`config.mk`:
```
export PLATFORM = sky130hd
export DESIGN_NAME = alu_selftest_seq_flat
export DESIGN_NICKNAME = d
export VERILOG_FILES = /design/src/rtl/alu_pkg.sv /design/src/rtl/alu_selftest_seq_if.sv /design/src/rtl/alu_ref_model.sv /design/src/rtl/alu_selftest_seq.sv /design/src/flat_wrapper.sv
export SDC_FILE = /design/constraint.sdc
export NUM_CORES = 1
export LEC_CHECK = 0
export ABC_CLOCK_PERIOD_IN_PS = 4600
export CAP_MARGIN = 20
export CORE_UTILIZATION = 30
export CTS_CLUSTER_SIZE = 8
export DETAILED_ROUTE_END_ITERATION = 6
export PLACE_DENSITY_LB_ADDON = 0.2
export SLEW_MARGIN = 20
export SYNTH_ARGS = -nofsm -noshare
export SYNTH_HDL_FRONTEND = slang
export SYNTH_HIERARCHICAL = 1
export SYNTH_SLANG_ARGS = --single-unit
export TNS_END_PERCENT = 100
```
`constraint.sdc`:
```
create_clock -name clk -period 4.6 [get_ports clk]
set_input_delay 0.69 -clock clk [delete_from_list [all_inputs] [get_ports clk]]
set_output_delay 0.69 -clock clk [all_outputs]
set_load 0.01 [all_outputs]
```
`src/rtl/alu_pkg.sv`:
```
// Shared definitions for the 4-bit ALU and its built-in self-test sequencer:
// opcode encoding, datapath widths and the sweep length.
package alu_pkg;

  localparam int ALU_W   = 4;
  localparam int RES_W   = 8;
  localparam int OP_W    = 3;
  localparam int NUM_VEC = 2048;
  localparam int IDX_W   = 11;

  typedef enum logic [OP_W-1:0] {
    OP_ADD = 3'b000,
    OP_SUB = 3'b001,
    OP_AND = 3'b010,
    OP_OR  = 3'b011,
    OP_XOR = 3'b100,
    OP_NOT = 3'b101,
    OP_SHL = 3'b110,
    OP_MUL = 3'b111
  } alu_op_t;

  typedef enum logic [1:0] {
    ST_IDLE,
    ST_APPLY,
    ST_DONE
  } seq_state_t;

endpackage

```
`src/rtl/alu_selftest_seq_if.sv`:
```
// ALU operand/result bus. The self-test sequencer is the master (drives
// operands, receives the result); the ALU is the slave.
interface alu_selftest_seq_if;
  import alu_pkg::*;

  logic [ALU_W-1:0] a_o;
  logic [ALU_W-1:0] b_o;
  alu_op_t          op_o;
  logic [RES_W-1:0] result_i;

  modport master (output a_o, b_o, op_o, input result_i);
  modport slave  (input a_o, b_o, op_o, output result_i);

endinterface

```
`src/rtl/alu_ref_model.sv`:
```
// Combinational golden model of the 4-bit ALU: (A, B, op) -> zero-extended
// 8-bit result.
module alu_ref_model
  import alu_pkg::*;
(
  input  logic [ALU_W-1:0] a,
  input  logic [ALU_W-1:0] b,
  input  alu_op_t          op,
  output logic [RES_W-1:0] result
);

  logic [RES_W-1:0] a_ext;
  logic [RES_W-1:0] b_ext;

  assign a_ext = {{(RES_W-ALU_W){1'b0}}, a};
  assign b_ext = {{(RES_W-ALU_W){1'b0}}, b};

  always_comb begin
    result = '0;
    case (op)
      OP_ADD: result = a_ext + b_ext;
      // Wraps modulo 256 naturally in the 8-bit result width.
      OP_SUB: result = a_ext - b_ext;
      OP_AND: result = a_ext & b_ext;
      OP_OR:  result = a_ext | b_ext;
      OP_XOR: result = a_ext ^ b_ext;
      OP_NOT: result = {{(RES_W-ALU_W){1'b0}}, ~a};
      OP_SHL: result = {{(RES_W-ALU_W-1){1'b0}}, a, 1'b0};
      OP_MUL: result = a_ext * b_ext;
      default: result = '0;
    endcase
  end

endmodule

```
`src/rtl/alu_selftest_seq.sv`:
```
// BIST sequencer: sweeps all 2048 (A, B, op) vectors into the ALU, compares
// each result after LATENCY cycles and records error count and first failure.
module alu_selftest_seq
  import alu_pkg::*;
#(
  parameter int LATENCY = 1
) (
  input  logic               clk,
  input  logic               rst_n,
  input  logic               start,
  alu_selftest_seq_if.master alu,
  output logic               busy,
  output logic               done,
  output logic               pass,
  output logic [RES_W-1:0]   err_cnt,
  output logic [IDX_W-1:0]   first_fail
);

  localparam int               CNT_W     = 2;
  localparam logic [CNT_W-1:0] WAIT_LAST = CNT_W'(LATENCY);
  localparam logic [IDX_W-1:0] IDX_LAST  = IDX_W'(NUM_VEC - 1);

  seq_state_t       state_q;
  seq_state_t       state_d;
  logic             start_q;
  logic             start_acc;
  logic             sweep_clr;
  logic             cmp_en;
  logic             mismatch;
  logic [IDX_W-1:0] idx_q;
  logic [CNT_W-1:0] wait_q;
  logic [RES_W-1:0] exp_res;
  alu_op_t          cur_op;

  function automatic logic [RES_W-1:0] sat_inc(input logic [RES_W-1:0] v);
    return (v == '1) ? v : v + RES_W'(1);
  endfunction

  assign cur_op = alu_op_t'(idx_q[IDX_W-1:2*ALU_W]);

  alu_ref_model u_ref (
    .a      (idx_q[ALU_W-1:0]),
    .b      (idx_q[2*ALU_W-1:ALU_W]),
    .op     (cur_op),
    .result (exp_res)
  );

  // Only a rising edge of start is accepted, so a long start pulse runs one sweep.
  assign start_acc = start & ~start_q;

  always_comb begin
    state_d   = state_q;
    sweep_clr = 1'b0;
    cmp_en    = 1'b0;
    case (state_q)
      ST_IDLE, ST_DONE: begin
        if (start_acc) begin
          state_d   = ST_APPLY;
          sweep_clr = 1'b1;
        end
      end
      ST_APPLY: begin
        cmp_en = (wait_q == WAIT_LAST);
        if (cmp_en && (idx_q == IDX_LAST)) state_d = ST_DONE;
      end
      default: state_d = ST_IDLE;
    endcase
  end

  assign mismatch = cmp_en && (alu.result_i != exp_res);

  assign busy     = (state_q == ST_APPLY);
  assign done     = (state_q == ST_DONE);
  assign pass     = done && (err_cnt == '0);
  assign alu.a_o  = busy ? idx_q[ALU_W-1:0]       : '0;
  assign alu.b_o  = busy ? idx_q[2*ALU_W-1:ALU_W] : '0;
  assign alu.op_o = busy ? cur_op                 : OP_ADD;

  always_ff @(posedge clk or negedge rst_n) begin
    if (!rst_n) begin
      state_q <= ST_IDLE;
      start_q <= 1'b0;
    end else begin
      state_q <= state_d;
      start_q <= start;
    end
  end

  // Vector walk and error capture; error registers hold through DONE.
  always_ff @(posedge clk or negedge rst_n) begin
    if (!rst_n) begin
      idx_q      <= '0;
      wait_q     <= '0;
      err_cnt    <= '0;
      first_fail <= '0;
    end else if (sweep_clr) begin
      idx_q      <= '0;
      wait_q     <= '0;
      err_cnt    <= '0;
      first_fail <= '0;
    end else if (state_q == ST_APPLY) begin
      if (cmp_en) begin
        wait_q <= '0;
        if (idx_q != IDX_LAST) idx_q <= idx_q + IDX_W'(1);
        if (mismatch) begin
          err_cnt <= sat_inc(err_cnt);
          if (err_cnt == '0) first_fail <= idx_q;
        end
      end else begin
        wait_q <= wait_q + CNT_W'(1);
      end
    end
  end

endmodule

```
`src/flat_wrapper.sv`:
```
// flat-port wrapper written by rule: the top's interface ports become plain ports
module alu_selftest_seq_flat import alu_pkg::*;
#(
  parameter int LATENCY = 1
)
  (clk, rst_n, start, busy, done, pass, err_cnt, first_fail, alu_a_o, alu_b_o, alu_op_o, alu_result_i);
  alu_selftest_seq_if alu_i ();
  input  logic clk;
  input  logic rst_n;
  input  logic start;
  output logic busy;
  output logic done;
  output logic pass;
  output logic [RES_W-1:0] err_cnt;
  output logic [IDX_W-1:0] first_fail;
  output wire logic [$bits(alu_i.a_o)-1:0] alu_a_o;
  output wire logic [$bits(alu_i.b_o)-1:0] alu_b_o;
  output wire logic [$bits(alu_i.op_o)-1:0] alu_op_o;
  input wire logic [$bits(alu_i.result_i)-1:0] alu_result_i;
  assign alu_a_o = alu_i.a_o;
  assign alu_b_o = alu_i.b_o;
  assign alu_op_o = alu_i.op_o;
  assign alu_i.result_i = alu_result_i;
  alu_selftest_seq #(.LATENCY(LATENCY)) u_core (.clk(clk), .rst_n(rst_n), .start(start), .alu(alu_i), .busy(busy), .done(done), .pass(pass), .err_cnt(err_cnt), .first_fail(first_fail));
endmodule
```
==> results.py, run 1 <==
metrics = {
    "detailed_routing": {
        "routed_via_density": 5.14,
        "vias": 2738,
        "dr.max_layer_used": "met4",
        "met3_length_um": 274,
        "wl_per_cell_um": 15.9,
        "drc_errors": 0,
        "drt-initial-drc-count": 99,
        "met1Wirelength_um": 4100,
        "dr.pass1.iters": 5,
        "drt_wl_total_um": 8500,
        "antenna_left": 0,
        "wl_met2_um": 4090,
    },
    "worst_setup_path": {
        "path_cells": "nand2_1, fa_1, inv_1, fa_1, ha_1, a21o_1, a31oi_1, nor4_1, or3b_1, xnor2_1, and4_1, a21oi_2, mux2i_1",
        "worst_setup_path_end_kind": "flip-flop",
        "crit_buf_inv": 1,
        "critPathTopFamily": "adder cells",
        "slowest_delay_ns": 0.67,
        "worstPathArrival_ns": 4.51,
        "cp-start-kind": "flip-flop",
        "cp_slowest_cell": "a21oi_2",
        "crit_top_cell": "fa_1",
        "path_max_fanout": 11,
        "cp_data_required_time_ns": 4.82,
        "worst-setup-path-type": "reg -> reg",
    },
    "yosys": {
        "ys_warn_count": 6,
        "yosysTopAreaCell": "dfrtp_1",
        "synth_edf_count": 0,
        "postSynthCellCount": 357,
        "syn_avg_cell_area_um2": 8.71,
        "yosysMostFrequentCell": "nand2_1",
        "ys_top_cells_by_count": "nand2_1, dfrtp_1, inv_1",
        "synthFlopType": "dfrtp_1",
        "netlist_area_um2": 3110,
        "synth_seq_area_share": 0.282,
        "synth.top_cells.by_area": "dfrtp_1, ha_1, mux2i_1, nand2_1, inv_1",
        "syn_nets": 401,
        "ys_ff_latch": 35,
        "async_flop_share": 1.00,
        "yosysTopAreaCellShare": 0.282,
        "yosysUniqueCellTypes": 63,
    },
    "clocking": {
        "cts_root_buf": "clkbuf_8",
        "cts_hold_buf": 0,
        "clockBufferDepth": 2,
        "cts_sinks": 35,
        "post_cts_buffers": 0,
        "cts_tree": "built",
        "post_cts_resized": 0,
        "cts_made_buffers": 5,
        "ctsHtreeMaxLevel": 2,
        "clock_latency_ns": 0.30,
        "cts.clk_slew.worst_paths_ns": 0.08,
    },
    "grt": {
        "grt_pass1_wl_um": 13800,
        "grt_max_degree": 36,
        "antenna_found_initial": 0,
        "globalRouteTotalUtil": 0.161,
        "grt_pass1_vias": 2635,
        "grt.overflow.total": 0,
    },
    "timing": {
        "setup_ws_ns": 0.310,
        "finalSetupViolCount": 0,
        "post-route-min-period_ns": 4.29,
        "finalHoldViolCount": 0,
        "grt_setup_unrepaired": "no",
        "timing.final.crit_share": 0.933,
        "final_max_slew_viol_count": 0,
        "slew_headroom": 0.352,
        "timing.fmax_ghz": 0.233,
        "fin_worst_skew_ns": 0.0136,
        "worstMarginPinSlew_ns": 0.972,
        "fin_tns_setup_ns": 0,
    },
    "outcome": {
        "status": "finished, final reports clean",
    },
    "power_and_ir_drop": {
        "power_density_nw_per_um2": 477,
        "vdd_ir_drop_max_uv": 203,
        "power.leakage_nw": 1.63,
    },
    "floorplan": {
        "die_area_um2": 10800,
        "die_h_um": 104,
        "die_w_um": 104,
        "io_pins": 44,
        "initial_core_util": 0.314,
        "design.core.area_um2": 9910,
        "num_rows": 36,
    },
    "job": {
        "maxCapViolations": 0,
    },
    "finish": {
        "diodes": 0,
        "fin_util": 0.382,
        "instances_no_fill": 533,
        "drive_gt1_frac": 0.0725,
        "fin_nets": 443,
        "syn_to_final_growth_pct": 21.8,
    },
    "min_path": {
        "hold_class": "reg -> reg",
    },
    "placement": {
        "placed_cells": 525,
        "gp_congestion": 0.835,
        "pre_cts_slack_ns": 0.266,
        "dp_hpwl_um": 6430,
        "numPortBuffers": 43,
    },
}
==> worst reg2reg max path, stage by stage, from the launching register on <==
cell     delay (ns)
dfrtp_1        0.50
nand2_1        0.12
fa_1           0.52
inv_1          0.06
fa_1           0.53
ha_1           0.31
a21o_1         0.17
a31oi_1        0.24
nor4_1         0.07
or3b_1         0.37
xnor2_1        0.15
and4_1         0.23
a21oi_2        0.67
mux2i_1        0.29
==> cell type report <==
cell class	count	area [um2]
tap	133	166
multi-input combinational	270	2010
fill	1038	6120
inverter	36	135
timing repair buffer	51	490
sequential	35	876
clock inverter	3	43.8
clock buffer	5	68.8
==> per-stage QoR <==
step           instance area [um2]  hold slack (ns)  power (W)
3_5_place_dp                  3670            0.520    0.00153
6_report                      3790            0.530    0.00181
3_3_place_gp                  3670            0.515    0.00151
5_1_grt                       3790            0.554    0.00195
4_1_cts                       3790            0.532    0.00182
2_1_floorplan                 3110            0.394    0.00114
==> flip-flops by register name (all words and copies together) (netlist names) <==
signal / count
u_core/wait_q: 2
u_core/err_cnt: 8
u_core/state_q: 2
u_core/first_fail: 11
u_core/idx_q: 11
u_core/start_q: 1
==> routing by layer <==
| layer | up-vias | GRT usage |
|---|---|---|
| met1 | 1343 | 0.219 |
| met2 | 59 | 0.265 |
| met4 | 0 | 0.0408 |
| li1 | 1331 | - |
| met3 | 5 | 0.0239 |
| met5 | - | 0 |
==> layout by cell type (no fill, tap or decap), drive strengths merged, types with 12 or more instances in the layout <==
cell / instances
clkdlybuf4s50: 43
ha: 27
xnor2: 13
nand2: 41
inv: 36
o21ai: 15
a21oi: 13
mux2i: 18
dfrtp: 35
nor2: 18
and2: 12
==> cell families after synthesis <==
| family | Yosys count | share of synthesized area |
|---|---|---|
| compound gates | 69 | 0.154 |
| flops | 35 | 0.282 |
| buf+inv | 52 | 0.0748 |
| fa+ha+maj | 33 | 0.147 |
| mux | 20 | 0.0688 |
| simple gates | 132 | 0.229 |
| xor+xnor | 16 | 0.0451 |
==> power by group <==
group          internal, W  switching (W)
logic             0.000462       0.000520
clock network     0.000161       0.000126
registers         0.000401       0.000136
==> path summary, 6_finish.rpt <==
check / slack, ns / endpoint / cells past startpoint / startpoint
max in group asynchronous: 3.46 / u_core/idx_q[2] / 2 / rst_n
setup reg to reg: 0.31 / u_core/first_fail[10] / 13 / u_core/idx_q[6]
hold / removal: 0.53 / u_core/first_fail[8] / 2 / u_core/first_fail[8]
setup / recovery: 0.31 / u_core/first_fail[10] / 13 / u_core/idx_q[6]
hold reg to reg: 0.53 / u_core/first_fail[8] / 2 / u_core/first_fail[8]
min in group asynchronous: 0.81 / u_core/err_cnt[2] / 2 / rst_n
Power figures use the tool's default switching activity.
==> run 2, diff against run 1 <==
CTS_CLUSTER_SIZE = 16   (was 8)
==> results of run 2 <==
The final DEF is identical to that of run 1; final timing and power are the same.
